`config.mk`:
```
export PLATFORM = sky130hd
export DESIGN_NAME = operand_sequencer8
export DESIGN_NICKNAME = d
export VERILOG_FILES = /design/src/rtl/operand_sequencer8_pkg.sv /design/src/rtl/operand_sequencer8.sv
export SDC_FILE = /design/constraint.sdc
export NUM_CORES = 1
export LEC_CHECK = 0
export CORE_UTILIZATION = 38
export CTS_CLUSTER_DIAMETER = 100
export DETAILED_ROUTE_END_ITERATION = 10
export PLACE_DENSITY = 0.73
export SYNTH_ARGS = -nofsm -noshare
export SYNTH_HDL_FRONTEND = slang
export SYNTH_SLANG_ARGS = --single-unit
```
`constraint.sdc`:
```
create_clock -name clk -period 1.5 [get_ports clk]
set_clock_uncertainty 0.1 [all_clocks]
set_input_delay 0.15 -clock clk [delete_from_list [all_inputs] [get_ports clk]]
set_output_delay 0.15 -clock clk [all_outputs]
set_load 0.01 [all_outputs]
```
`src/rtl/operand_sequencer8_pkg.sv`:
```
// Shared definitions for the ALU-stage sequencers: datapath width and FSM state encoding.
package operand_sequencer8_pkg;

  localparam int ALU_W = 8;

  typedef enum logic [1:0] {
    ST_LOAD_A = 2'd0,
    ST_LOAD_B = 2'd1,
    ST_EXEC   = 2'd2,
    ST_RESULT = 2'd3
  } seq_state_e;

endpackage

```
`src/rtl/operand_sequencer8.sv`:
```
// Serial operand loader and result register wrapped around an external 8-bit logic unit.
// Handshakes: a transfer happens on a rising edge where valid && ready; ready/valid outputs depend only on state.
module operand_sequencer8
  import operand_sequencer8_pkg::*;
#(
  parameter int WIDTH = ALU_W
) (
  input  logic             clk,
  input  logic             rst,
  input  logic [WIDTH-1:0] in_data,
  input  logic             in_valid,
  output logic             in_ready,
  output logic [WIDTH-1:0] op_a,
  output logic [WIDTH-1:0] op_b,
  input  logic [WIDTH-1:0] lu_y,
  output logic [WIDTH-1:0] res_data,
  output logic             res_zero,
  output logic             res_valid,
  input  logic             res_ready,
  output logic             busy,
  output logic [7:0]       op_count,
  output logic [1:0]       dbg_state
);

  seq_state_e       state_q, state_d;
  logic [WIDTH-1:0] op_a_q, op_a_d;
  logic [WIDTH-1:0] op_b_q, op_b_d;
  logic [WIDTH-1:0] res_q, res_d;
  logic             zero_q, zero_d;
  logic [7:0]       cnt_q, cnt_d;

  always_ff @(posedge clk or posedge rst) begin
    if (rst) begin
      state_q <= ST_LOAD_A;
      op_a_q  <= '0;
      op_b_q  <= '0;
      res_q   <= '0;
      zero_q  <= 1'b0;
      cnt_q   <= 8'd0;
    end else begin
      state_q <= state_d;
      op_a_q  <= op_a_d;
      op_b_q  <= op_b_d;
      res_q   <= res_d;
      zero_q  <= zero_d;
      cnt_q   <= cnt_d;
    end
  end

  always_comb begin
    state_d   = state_q;
    op_a_d    = op_a_q;
    op_b_d    = op_b_q;
    res_d     = res_q;
    zero_d    = zero_q;
    cnt_d     = cnt_q;
    in_ready  = 1'b0;
    res_valid = 1'b0;
    unique case (state_q)
      ST_LOAD_A: begin
        in_ready = 1'b1;
        if (in_valid) begin
          op_a_d  = in_data;
          state_d = ST_LOAD_B;
        end
      end
      ST_LOAD_B: begin
        in_ready = 1'b1;
        if (in_valid) begin
          op_b_d  = in_data;
          state_d = ST_EXEC;
        end
      end
      // Operands have been stable for a full cycle, so lu_y has settled.
      ST_EXEC: begin
        res_d   = lu_y;
        zero_d  = (lu_y == '0);
        state_d = ST_RESULT;
      end
      ST_RESULT: begin
        res_valid = 1'b1;
        if (res_ready) begin
          cnt_d   = cnt_q + 8'd1;
          state_d = ST_LOAD_A;
        end
      end
      default: state_d = ST_LOAD_A;
    endcase
  end

  assign busy      = (state_q != ST_LOAD_A);
  assign op_a      = op_a_q;
  assign op_b      = op_b_q;
  assign res_data  = res_q;
  assign res_zero  = zero_q;
  assign op_count  = cnt_q;
  assign dbg_state = state_q;

endmodule

```
* Word-level counts from Yosys, hierarchy flattened *
Cells that the tools add are included.

cells by class
  mux-type cells = 6
  add/subtract/negate cells = 1
  reduce and logical (&&, ||, !) cells = 8
  equality and inequality tests = 6

operators by type and width
  cell                                                  count
  adder 8 x 1 -> 8 bit (second input constant)          1
  logical NOT 8 bit                                     1
  case mux 2 bit (4 select lines)                       1
  two-way mux 2 bit                                     3
  != test 2 bit (second input constant)                 3
  AND reduction 2 bit                                   3
  equality test 2 bit (second input constant)           2
  AND reduction 3 bit                                   1
  equality test 2 x 1 -> 1 bit (second input constant)  1
  logical NOT 2 bit                                     1
  two-way mux 1 bit                                     2
  nonzero test 2 bit                                    1
  OR reduction 2 bit                                    1

storage, ports and cells
  input port bits = 20
  logic and storage cells = 27
  register bits after elaboration = 35
  output and inout port bits = 38

* Longest topological paths before layout *
Gate-level depths: netlist (run 1).

  depth in word-level cells = 3
  depth in mapped cells = 5
  gate-level depth less buffers = 5

* Worst setup path before layout (run 1) *
Ideal clock, no wire load.

  path type = reg2reg
  start = register state_q[1] (netlist: dbg_state[1])
  end = register state_q[1] (netlist: dbg_state[1])
  cell stages (with the launch flop) = 5
  required time = 1.275 ns
  path slack = -0.049 ns
  buffers on the path = 0
  arrival time = 1.325 ns
  clock period less this slack = 1.549 ns
  setup time = 0.125 ns
  cells stage by stage = dfrtp_1 -> ha_1 -> inv_1 -> o22ai_2 -> mux2_2

between the ends
  longest elaborated chain between the ends = 3
  elaborated cells between the ends (all ways) = 9
  those cells by class = 6 x eq/ne; 1 x mux; 2 x reduce/logical

ends and longest elaborated chain
  item                                         RTL line                  text
  start, declared                              operand_sequencer8.sv:25  seq_state_e state_q, state_d;
  start signal, assigned                       operand_sequencer8.sv:41  state_q <= state_d;
  equality test 2 bit (tied with other cells)  operand_sequencer8.sv:59  unique case (state_q)
  != test 2 bit (no line)                      --
  AND reduction 3 bit (no line)                --

Several ways; a longest one is shown, not always the timed one.
A chain may end at the register's enable or synchronous reset.

* Worst setup path in the final report (run 1) *
  start = register state_q[0] (netlist: dbg_state[0])
  end = register state_q[1] (netlist: dbg_state[1])

The elaborated chain is that of the path after synthesis.

==> results of run 1 <==
worst max-delay path, stage by stage (launching register included):
cell	delay [ns]
sky130_fd_sc_hd__dfrtp_2	0.46
sky130_fd_sc_hd__inv_2	0.10
sky130_fd_sc_hd__ha_4	0.16
sky130_fd_sc_hd__nor2_4	0.04
sky130_fd_sc_hd__buf_6	0.11
sky130_fd_sc_hd__o22ai_4	0.14
sky130_fd_sc_hd__mux2_4	0.32
placed cells by master, fill, tap and decap left out, types with 2 or more instances in the layout:
master / count
sky130_fd_sc_hd__dlymetal6s2s_1: 3
sky130_fd_sc_hd__inv_1: 4
sky130_fd_sc_hd__buf_2: 3
sky130_fd_sc_hd__nand2_4: 2
sky130_fd_sc_hd__dfrtp_1: 32
sky130_fd_sc_hd__buf_6: 3
sky130_fd_sc_hd__nand4_1: 3
sky130_fd_sc_hd__ha_4: 4
sky130_fd_sc_hd__clkdlybuf4s50_1: 49
sky130_fd_sc_hd__xnor2_1: 7
sky130_fd_sc_hd__dfrtp_2: 3
sky130_fd_sc_hd__ha_1: 2
sky130_fd_sc_hd__nand3_1: 2
sky130_fd_sc_hd__clkbuf_8: 7
sky130_fd_sc_hd__inv_2: 3
sky130_fd_sc_hd__nor4_1: 2
sky130_fd_sc_hd__nand2_1: 3
sky130_fd_sc_hd__mux2_2: 25
sky130_fd_sc_hd__buf_4: 11
kinds of logic after synthesis:
| group | count (synthesis) | share of synthesized area, % |
|---|---|---|
| compound gates | 2 | 1.196 |
| xor+xnor | 7 | 4.188 |
| fa+ha+maj | 6 | 5.128 |
| buf+inv | 8 | 2.137 |
| flops | 35 | 59.83 |
| mux | 27 | 20.68 |
| simple gates | 17 | 6.838 |
power by group through the flow:
stage | sequential (mW) | combinational (mW) | clock, mW
final | 1.65 | 2.75 | 0.732
after global routing | 1.70 | 2.92 | 0.788
after CTS | 1.65 | 2.75 | 0.748
after detailed placement | 1.67 | 2.50 | 0
after global placement | 1.63 | 2.43 | 0
after floorplan | 1.85 | 0.861 | 0
per-layer routing:
layer	GRT usage [%]	wire length [µm]	share of wire [%]	up-vias
li1	-	-	-	511
met1	20.88	1407	40	549
met2	33.38	1918	55	30
met3	4.107	133	3.8	5
met4	9.091	57	1.6	0
met5	0	0	0	-
sequential cells by signal, indices dropped and copies added, names as in the netlist:
name	cells
dbg_state	2
res_zero	1
res_data	8
op_a	8
op_count	8
op_b	8
through the flow:
step                      instances  setup TNS, ns  setup WS, ns  util, %
after CTS                       228       -0.08022      -0.03570    64.76
after detailed placement        217         -1.349       -0.1039    59.60
after global placement          217       -0.08498      -0.02147    59.60
after floorplan                 102              0      0.002171        -
after global routing            228        -0.7541      -0.08795    64.79
final                           228        -0.2321      -0.05107    64.79
final timing paths:
path	start	endpoint	slack, ns	depth (start not counted)
worst max-delay path	dbg_state[0]	dbg_state[1]	-0.05	6
worst min-delay path	rst	res_data[3]	0.06	3
worst max register to register	dbg_state[0]	dbg_state[1]	-0.05	6
worst min register to register	op_count[7]	op_count[7]	0.37	1
max in group asynchronous	rst	op_count[1]	0.86	3
min in group clk	op_count[7]	op_count[7]	0.37	1
what timing repair did:
item,in CTS,in global routing
hold buffers,0,0
gates resized for setup,32,5
buffers inserted,3,0
setup endpoints to repair,34,25
pin swaps,3,3
cell type report:
class	count	area share (%)
inverters	7	1.099
multi-input cells	59	26.60
repair buffers	71	28.80
flip-flops and latches	35	36.81
clock buffers	8	4.188
well taps	48	2.513
==> impl_summary.log, run 1 <==
INFO  metric outcome = finished with violations
INFO  metric failing_checks = setup timing
INFO  metric critical_path.max_fanout = 3
INFO  metric yosys.cell_count.top_type = sky130_fd_sc_hd__dfrtp_1
INFO  metric cap_violations = 0
INFO  metric clock_sink_count = 35
INFO  metric std_cell_rows = 22
INFO  metric fill_cells = 293
INFO  metric final_weighted_congestion_of_routability_driven_global_placement = 0.7633
INFO  metric p_sw = 1.661 mW
INFO  metric cts_buffer_depth = 2
INFO  metric core-area = 3689 µm²
INFO  metric multiInputGateArea = 635.6 µm²
INFO  metric ys.flop_type = sky130_fd_sc_hd__dfrtp_1
INFO  metric critical_path_arrival = 1.62 ns
INFO  metric wl_per_cell = 15.42 µm
INFO  metric drt_iter0_drc = 35
INFO  metric area.growth.synth_to_final = 63.25%
INFO  metric clock_tree_from_tritoncts = yes
INFO  metric ioPinCount = 58
INFO  metric fin_total_pwr = 5.129 mW
INFO  metric power_leakage = 1.061 nW
INFO  metric power.share.clock = 14.3%
INFO  metric power_density = 2146 nW/µm²
INFO  metric clock-root-buffer = sky130_fd_sc_hd__clkbuf_8
INFO  metric netlist_top_cells_count = 35 x sky130_fd_sc_hd__dfrtp_1, 26 x sky130_fd_sc_hd__mux2_2, 7 x sky130_fd_sc_hd__inv_1, 7 x sky130_fd_sc_hd__xnor2_1, 6 x sky130_fd_sc_hd__ha_1
INFO  metric comb_power_share = 53.5%
INFO  metric net_switching_share_of_the_total_power = 32.39%
INFO  metric yosys_warnings = 0
INFO  metric num_antenna_cells = 0
INFO  metric yosys.cell_types.count = 18
INFO  metric dr.pass1.iters = 4
INFO  metric finalWirelength = 3.515 mm
INFO  metric setup.worst_path.start_class = register
INFO  metric grt_setup_unrepaired = yes
INFO  metric timing.slew.headroom = 77.11%
INFO  metric via_count = 1,095
INFO  metric count_of_input_and_output_buffers = 57
INFO  metric grt_overflow_total = 0
INFO  metric clkTransAtPathRegs = 0.07 ns
INFO  metric netlist_top_cells_area = sky130_fd_sc_hd__dfrtp_1 60%, sky130_fd_sc_hd__mux2_2 20%, sky130_fd_sc_hd__ha_1 5.1%
INFO  metric fmax = 0.6447 GHz
INFO  metric timing_worst_slew_pin_value = 0.3423 ns
INFO  metric route.detailed.drc = 0
INFO  metric synth_top_area_cell = sky130_fd_sc_hd__dfrtp_1
INFO  metric fp.dieArea = 4104 µm²
INFO  metric worst_setup_path_end_kind = register
INFO  metric finalNetCount = 205
INFO  metric later_pin_clock_latency_in_the_skew_report = 0.28 ns
INFO  metric grt_pass1_vias = 1,179
INFO  metric internal_power_component = 3.468 mW
INFO  metric syn-cell-area = 1464 µm²
INFO  metric synthArstFlopShare = 100.0%
INFO  metric cts_htree_levels = 2
INFO  metric grt_pass1_wl = 5.637 mm
INFO  metric die_w = 64.07 µm
INFO  metric placement.cell_area = 2198 µm²
INFO  metric ys_seq_area_share = 59.83%
INFO  metric die_height = 64.07 µm
INFO  metric drive_above_1_share = 37.22%
INFO  metric grt_antenna_before_repair = 0
INFO  metric vdd_ir_drop_max = 1025 µV
INFO  metric detailed_place_hpwl = 2.465 mm
INFO  metric final_min_period_over_clock_period = 103.4%
INFO  metric postSynthRegisterBits = 35
INFO  metric min_path_type = input pin to async pin
INFO  metric timing_worst_setup_path_type = register to register
INFO  metric post-route-cell-area = 2390 µm²
INFO  metric final-hold-violation-count = 0
INFO  metric grt_max_degree = 28
INFO  metric netlist.area_leader.share = 59.83%
INFO  metric initial_utilization = 39.69%
INFO  metric sequentialPowerShare = 32.2%
INFO  metric synth_area_per_cell = 14.35 µm²
INFO  metric finalSetupViolations = 19
INFO  metric cts_inserted_buffers = 5
INFO  metric post_synthesis_cell_count = 102
INFO  metric whs = 0.05594 ns
INFO  metric viasPerCell = 4.803
INFO  metric gr_usage_total = 18.71%
INFO  metric layout_setup_ws = -0.05107 ns
INFO  metric max_slew_violation_count = 0
INFO  metric worst_ep_required_time = 1.57 ns
INFO  metric antenna_left = 0
INFO  metric synth-edff-count = 0
INFO  metric layout_min_cycle_time = 1.551 ns
INFO  metric synth.net_count = 128
INFO  metric seq_area = 879.6 µm²
Note: power is estimated with default switching activity, not from simulation.
==> inputs of run 2 (changes only) <==
- ABC_AREA: not set -> 1
- CORE_UTILIZATION: 38 -> 40
- PLACE_DENSITY: 0.73 -> 0.75
==> run 2 against run 1 <==
Largest power group unchanged. First-iteration DRC count grew 110%. Critical endpoint is now res_valid. Core utilization increased by 1.3 points. Sequential power is 3% lower. Sequential share of layout area is 1.4 points lower. The run now ends clean. Die area increased by 3.7%. Flip-flop and latch count unchanged. Cell count up 34%. Non-clock buffer count is the same. Routed wire length down 3.1%. Setup slack improved by 0.061 ns. Critical path depth fell by 2.
==> impl_summary.log, run 2 <==
INFO  metric outcome = complete, no violations (was finished with violations)
INFO  metric final_weighted_congestion_of_routability_driven_global_placement = 0.6867 (was 0.7633)
INFO  metric reg2reg_setup_slack = 0.02 ns (was -0.05 ns)
INFO  metric dr.pass1.iters = 4 (unchanged)
INFO  metric timing.slew.headroom = 82.39% (was 77.11%)
INFO  metric wl_per_cell = 11.13 µm (was 15.42 µm)
INFO  metric crit_path_max_incr_delay = 0.40 ns (was 0.46 ns)
INFO  metric cts_inserted_buffers = 5 (unchanged)
INFO  metric finalNetCount = 283 (was 205)
INFO  metric synth.net_count = 208 (was 128)
INFO  metric clock_tree_from_tritoncts = yes (unchanged)
INFO  metric synthArstFlopShare = 100.0% (unchanged)
INFO  metric ioPinCount = 58 (unchanged)
INFO  metric grt_pass1_wl = 5.740 mm (was 5.637 mm)
INFO  metric drive_above_1_share = 15.12% (was 37.22%)
INFO  metric placement.cell_area = 2290 µm² (was 2198 µm²)
INFO  metric tns = 0 ns (was -0.2321 ns)
INFO  metric core-area = 3744 µm² (was 3689 µm²)
INFO  metric path_cells = buf_4 > buf_4 > ha_4 > buf_6 (was inv_2 > ha_4 > nor2_4 > buf_6 > o22ai_4 > mux2_4)
INFO  metric power_density = 1986 nW/µm² (was 2146 nW/µm²)
INFO  metric worst_ep_required_time = 1.25 ns (was 1.57 ns)
INFO  metric ys_seq_area_share = 54.77% (was 59.83%)
INFO  metric fmax = 0.6711 GHz (was 0.6447 GHz)
INFO  metric grt_overflow_total = 0 (unchanged)
INFO  metric gr_usage_total = 18.23% (was 18.71%)
INFO  metric clock_sink_count = 35 (unchanged)
INFO  metric initial_utilization = 42.71% (was 39.69%)
INFO  metric cts_buffer_depth = 2 (unchanged)
INFO  metric grt_antenna_before_repair = 0 (unchanged)
INFO  metric viasPerCell = 4.467 (was 4.803)
INFO  metric grt_max_degree = 36 (was 28)
INFO  metric yosys.cell_count.top_type = sky130_fd_sc_hd__nand2_1 (was sky130_fd_sc_hd__dfrtp_1)
INFO  metric synth-edff-count = 0 (unchanged)
INFO  metric max_slew_violation_count = 0 (unchanged)
INFO  metric via_count = 1,367 (was 1,095)
INFO  metric yosys.cell_types.count = 23 (was 18)
INFO  metric final_common_cell = sky130_fd_sc_hd__nand2_1 (was sky130_fd_sc_hd__clkdlybuf4s50_1)
INFO  metric antenna_left = 0 (unchanged)
INFO  metric syn-cell-area = 1599 µm² (was 1464 µm²)
INFO  metric drt_iter0_drc = 75 (was 35)
INFO  metric power_leakage = 1.258 nW (was 1.061 nW)
INFO  metric synth_top_area_cell = sky130_fd_sc_hd__dfrtp_1 (unchanged)
INFO  metric fin_total_pwr = 4.916 mW (was 5.129 mW)
INFO  metric setup.worst_path.start_class = register (unchanged)
INFO  metric critical_path_arrival = 1.24 ns (was 1.62 ns)
INFO  metric grt_setup_unrepaired = yes (unchanged)
INFO  metric place_inst = 294 (was 217)
INFO  metric later_pin_clock_latency_in_the_skew_report = 0.29 ns (was 0.28 ns)
INFO  metric yosys_warnings = 0 (unchanged)
INFO  metric final_cell_mix = 67 x sky130_fd_sc_hd__nand2_1, 47 x sky130_fd_sc_hd__clkdlybuf4s50_1, 35 x sky130_fd_sc_hd__dfrtp_1, 26 x sky130_fd_sc_hd__inv_1, 16 x sky130_fd_sc_hd__o21ai_0 (was 49 x sky130_fd_sc_hd__clkdlybuf4s50_1, 32 x sky130_fd_sc_hd__dfrtp_1, 25 x sky130_fd_sc_hd__mux2_2, 11 x sky130_fd_sc_hd__buf_4)
INFO  metric min_path_type = input pin to async pin (unchanged)
INFO  metric timing_worst_slew_pin_value = 0.2632 ns (was 0.3423 ns)
INFO  metric route.detailed.drc = 0 (unchanged)
INFO  metric netlist_top_cells_area = sky130_fd_sc_hd__dfrtp_1 55%, sky130_fd_sc_hd__nand2_1 16%, sky130_fd_sc_hd__inv_1 6.6% (was sky130_fd_sc_hd__dfrtp_1 60%, sky130_fd_sc_hd__mux2_2 20%, sky130_fd_sc_hd__ha_1 5.1%)
INFO  metric ys.flop_type = sky130_fd_sc_hd__dfrtp_1 (unchanged)
INFO  metric critical_path.max_fanout = 3 (unchanged)
INFO  metric post-route-cell-area = 2475 µm² (was 2390 µm²)
INFO  metric final-hold-violation-count = 0 (unchanged)
INFO  metric netlist_top_cells_count = 68 x sky130_fd_sc_hd__nand2_1, 35 x sky130_fd_sc_hd__dfrtp_1, 28 x sky130_fd_sc_hd__inv_1, 17 x sky130_fd_sc_hd__o21ai_0, 6 x sky130_fd_sc_hd__ha_1 (was 35 x sky130_fd_sc_hd__dfrtp_1, 26 x sky130_fd_sc_hd__mux2_2, 7 x sky130_fd_sc_hd__inv_1, 7 x sky130_fd_sc_hd__xnor2_1, 6 x sky130_fd_sc_hd__ha_1)
INFO  metric fin_cells = 306 (was 228)
INFO  metric finalSetupViolations = 0 (was 19)
INFO  metric fp.dieArea = 4254 µm² (was 4104 µm²)
INFO  metric timing_worst_setup_path_type = register to output port (was register to register)
INFO  metric timing.critical_path.mode_cell = sky130_fd_sc_hd__buf_4
INFO  metric critical_path.slowest_cell = sky130_fd_sc_hd__dfrtp_1 (was sky130_fd_sc_hd__dfrtp_2)
INFO  metric count_of_input_and_output_buffers = 57 (unchanged)
INFO  metric grt_pass1_vias = 1,305 (was 1,179)
INFO  metric clock-root-buffer = sky130_fd_sc_hd__clkbuf_8 (unchanged)
INFO  metric finalWirelength = 3.406 mm (was 3.515 mm)
INFO  metric clkTransAtPathRegs = 0.07 ns (about the same)
INFO  metric worst_setup_path_end_kind = output port (was register)
INFO  metric final_min_period_over_clock_period = 99.35% (was 103.4%)
INFO  metric fin_util = 66.11% (was 64.79%)
INFO  metric postSynthRegisterBits = 35 (unchanged)
INFO  metric die_height = 65.23 µm (was 64.07 µm)
INFO  metric cap_violations = 0 (unchanged)
INFO  metric cts_htree_levels = 2 (unchanged)
INFO  metric fill_cells = 323 (was 293)
INFO  metric std_cell_rows = 22 (unchanged)
INFO  metric num_antenna_cells = 0 (unchanged)
INFO  metric vdd_ir_drop_max = 1086 µV (was 1025 µV)
INFO  metric layout_min_cycle_time = 1.490 ns (was 1.551 ns)
INFO  metric netlist.area_leader.share = 54.77% (was 59.83%)
INFO  metric post_synthesis_cell_count = 182 (was 102)
INFO  metric area.growth.synth_to_final = 54.77% (was 63.25%)
INFO  metric detailed_place_hpwl = 2.376 mm (was 2.465 mm)
INFO  metric synth_area_per_cell = 8.786 µm² (was 14.35 µm²)
INFO  metric die_w = 65.23 µm (was 64.07 µm)
[run 2: cell types whose count changed in the layout (fill, tap and decap cells not counted), moves of 3 or more]
cell,change
sky130_fd_sc_hd__nand2_1,+64
sky130_fd_sc_hd__mux2_2,-25
sky130_fd_sc_hd__inv_1,+22
sky130_fd_sc_hd__o21ai_0,+15
sky130_fd_sc_hd__xnor2_1,-7
sky130_fd_sc_hd__dfrtp_1,+3
sky130_fd_sc_hd__dfrtp_2,-3
sky130_fd_sc_hd__dlygate4sd2_1,+3
sky130_fd_sc_hd__nand2_2,+3
sky130_fd_sc_hd__nor2_1,+3
sky130_fd_sc_hd__xor2_1,+3
[run 2: timing repair]
item	in CTS	in global routing
resized for setup	18	12
hold buffers	0	0
setup endpoints to repair	8	22
pin swaps	0	2
setup buffers	3	1
[run 2: cell type report]
class | instances | area [µm²] | share of cell area (%)
Clock buffer | 6 | 82.58 | 3.337
Timing Repair Buffer | 71 | 685.7 | 27.70
Clock inverter | 2 | 35.03 | 1.416
Tap cell | 48 | 60.06 | 2.427
Inverter | 29 | 108.9 | 4.398
Multi-Input combinational cell | 115 | 626.9 | 25.33
Sequential cell | 35 | 875.8 | 35.39
[run 2: worst max-delay path, delay by kind of cell (launching register included)]
family	cells	cell delay, ns
fa+ha+maj	1	0.16
flops	1	0.40
buf+inv	3	0.39
[run 2: where the power goes]
part           switching [mW]  leakage, nW  internal (mW)  total (mW)
clock network           0.328       0.0612          0.537       0.865
logic                    1.16        0.772           1.29        2.45
registers               0.243        0.426           1.35        1.60
total                    1.73         1.26           3.19        4.92
[run 2: cell families after synthesis]
| group | synth area share (%) |
|---|---|
| fa+ha+maj | 4.695 |
| xor+xnor | 1.643 |
| simple gates | 23.94 |
| flops | 54.77 |
| buf+inv | 8.528 |
| compound gates | 6.416 |
[run 2: final timing paths]
path	startpoint	end	depth (start not counted)
setup / recovery	dbg_state[0]	res_valid	4
hold / removal	rst	op_count[2]	3
setup reg to reg	dbg_state[0]	op_count[5]	10
hold reg to reg	res_data[0]	res_data[0]	2
max in group asynchronous	rst	dbg_state[0]	3
min in group clk	lu_y[3]	res_data[3]	3
[run 2: per-layer routing]
metal  share of wire [%]  track usage [%]  routed length (µm)  up-vias
li1                    -                -                   -      701
met1                  42            19.89                1432      618
met2                  50            31.70                1697       42
met3                 5.9            5.729                 202        6
met4                 2.1            8.967                  73        0
met5                   0                0                   0        -
[run 2: per-stage QoR]
step / hold WS, ns / setup slack, ns
finish: 0.1270 / 0.009820
global route: 0.1397 / -0.03233
CTS: 0.1299 / -0.007086
detailed placement: 0.3589 / -0.05697
global placement: 0.3551 / -0.02271
floorplan: 0.1667 / 0.04242
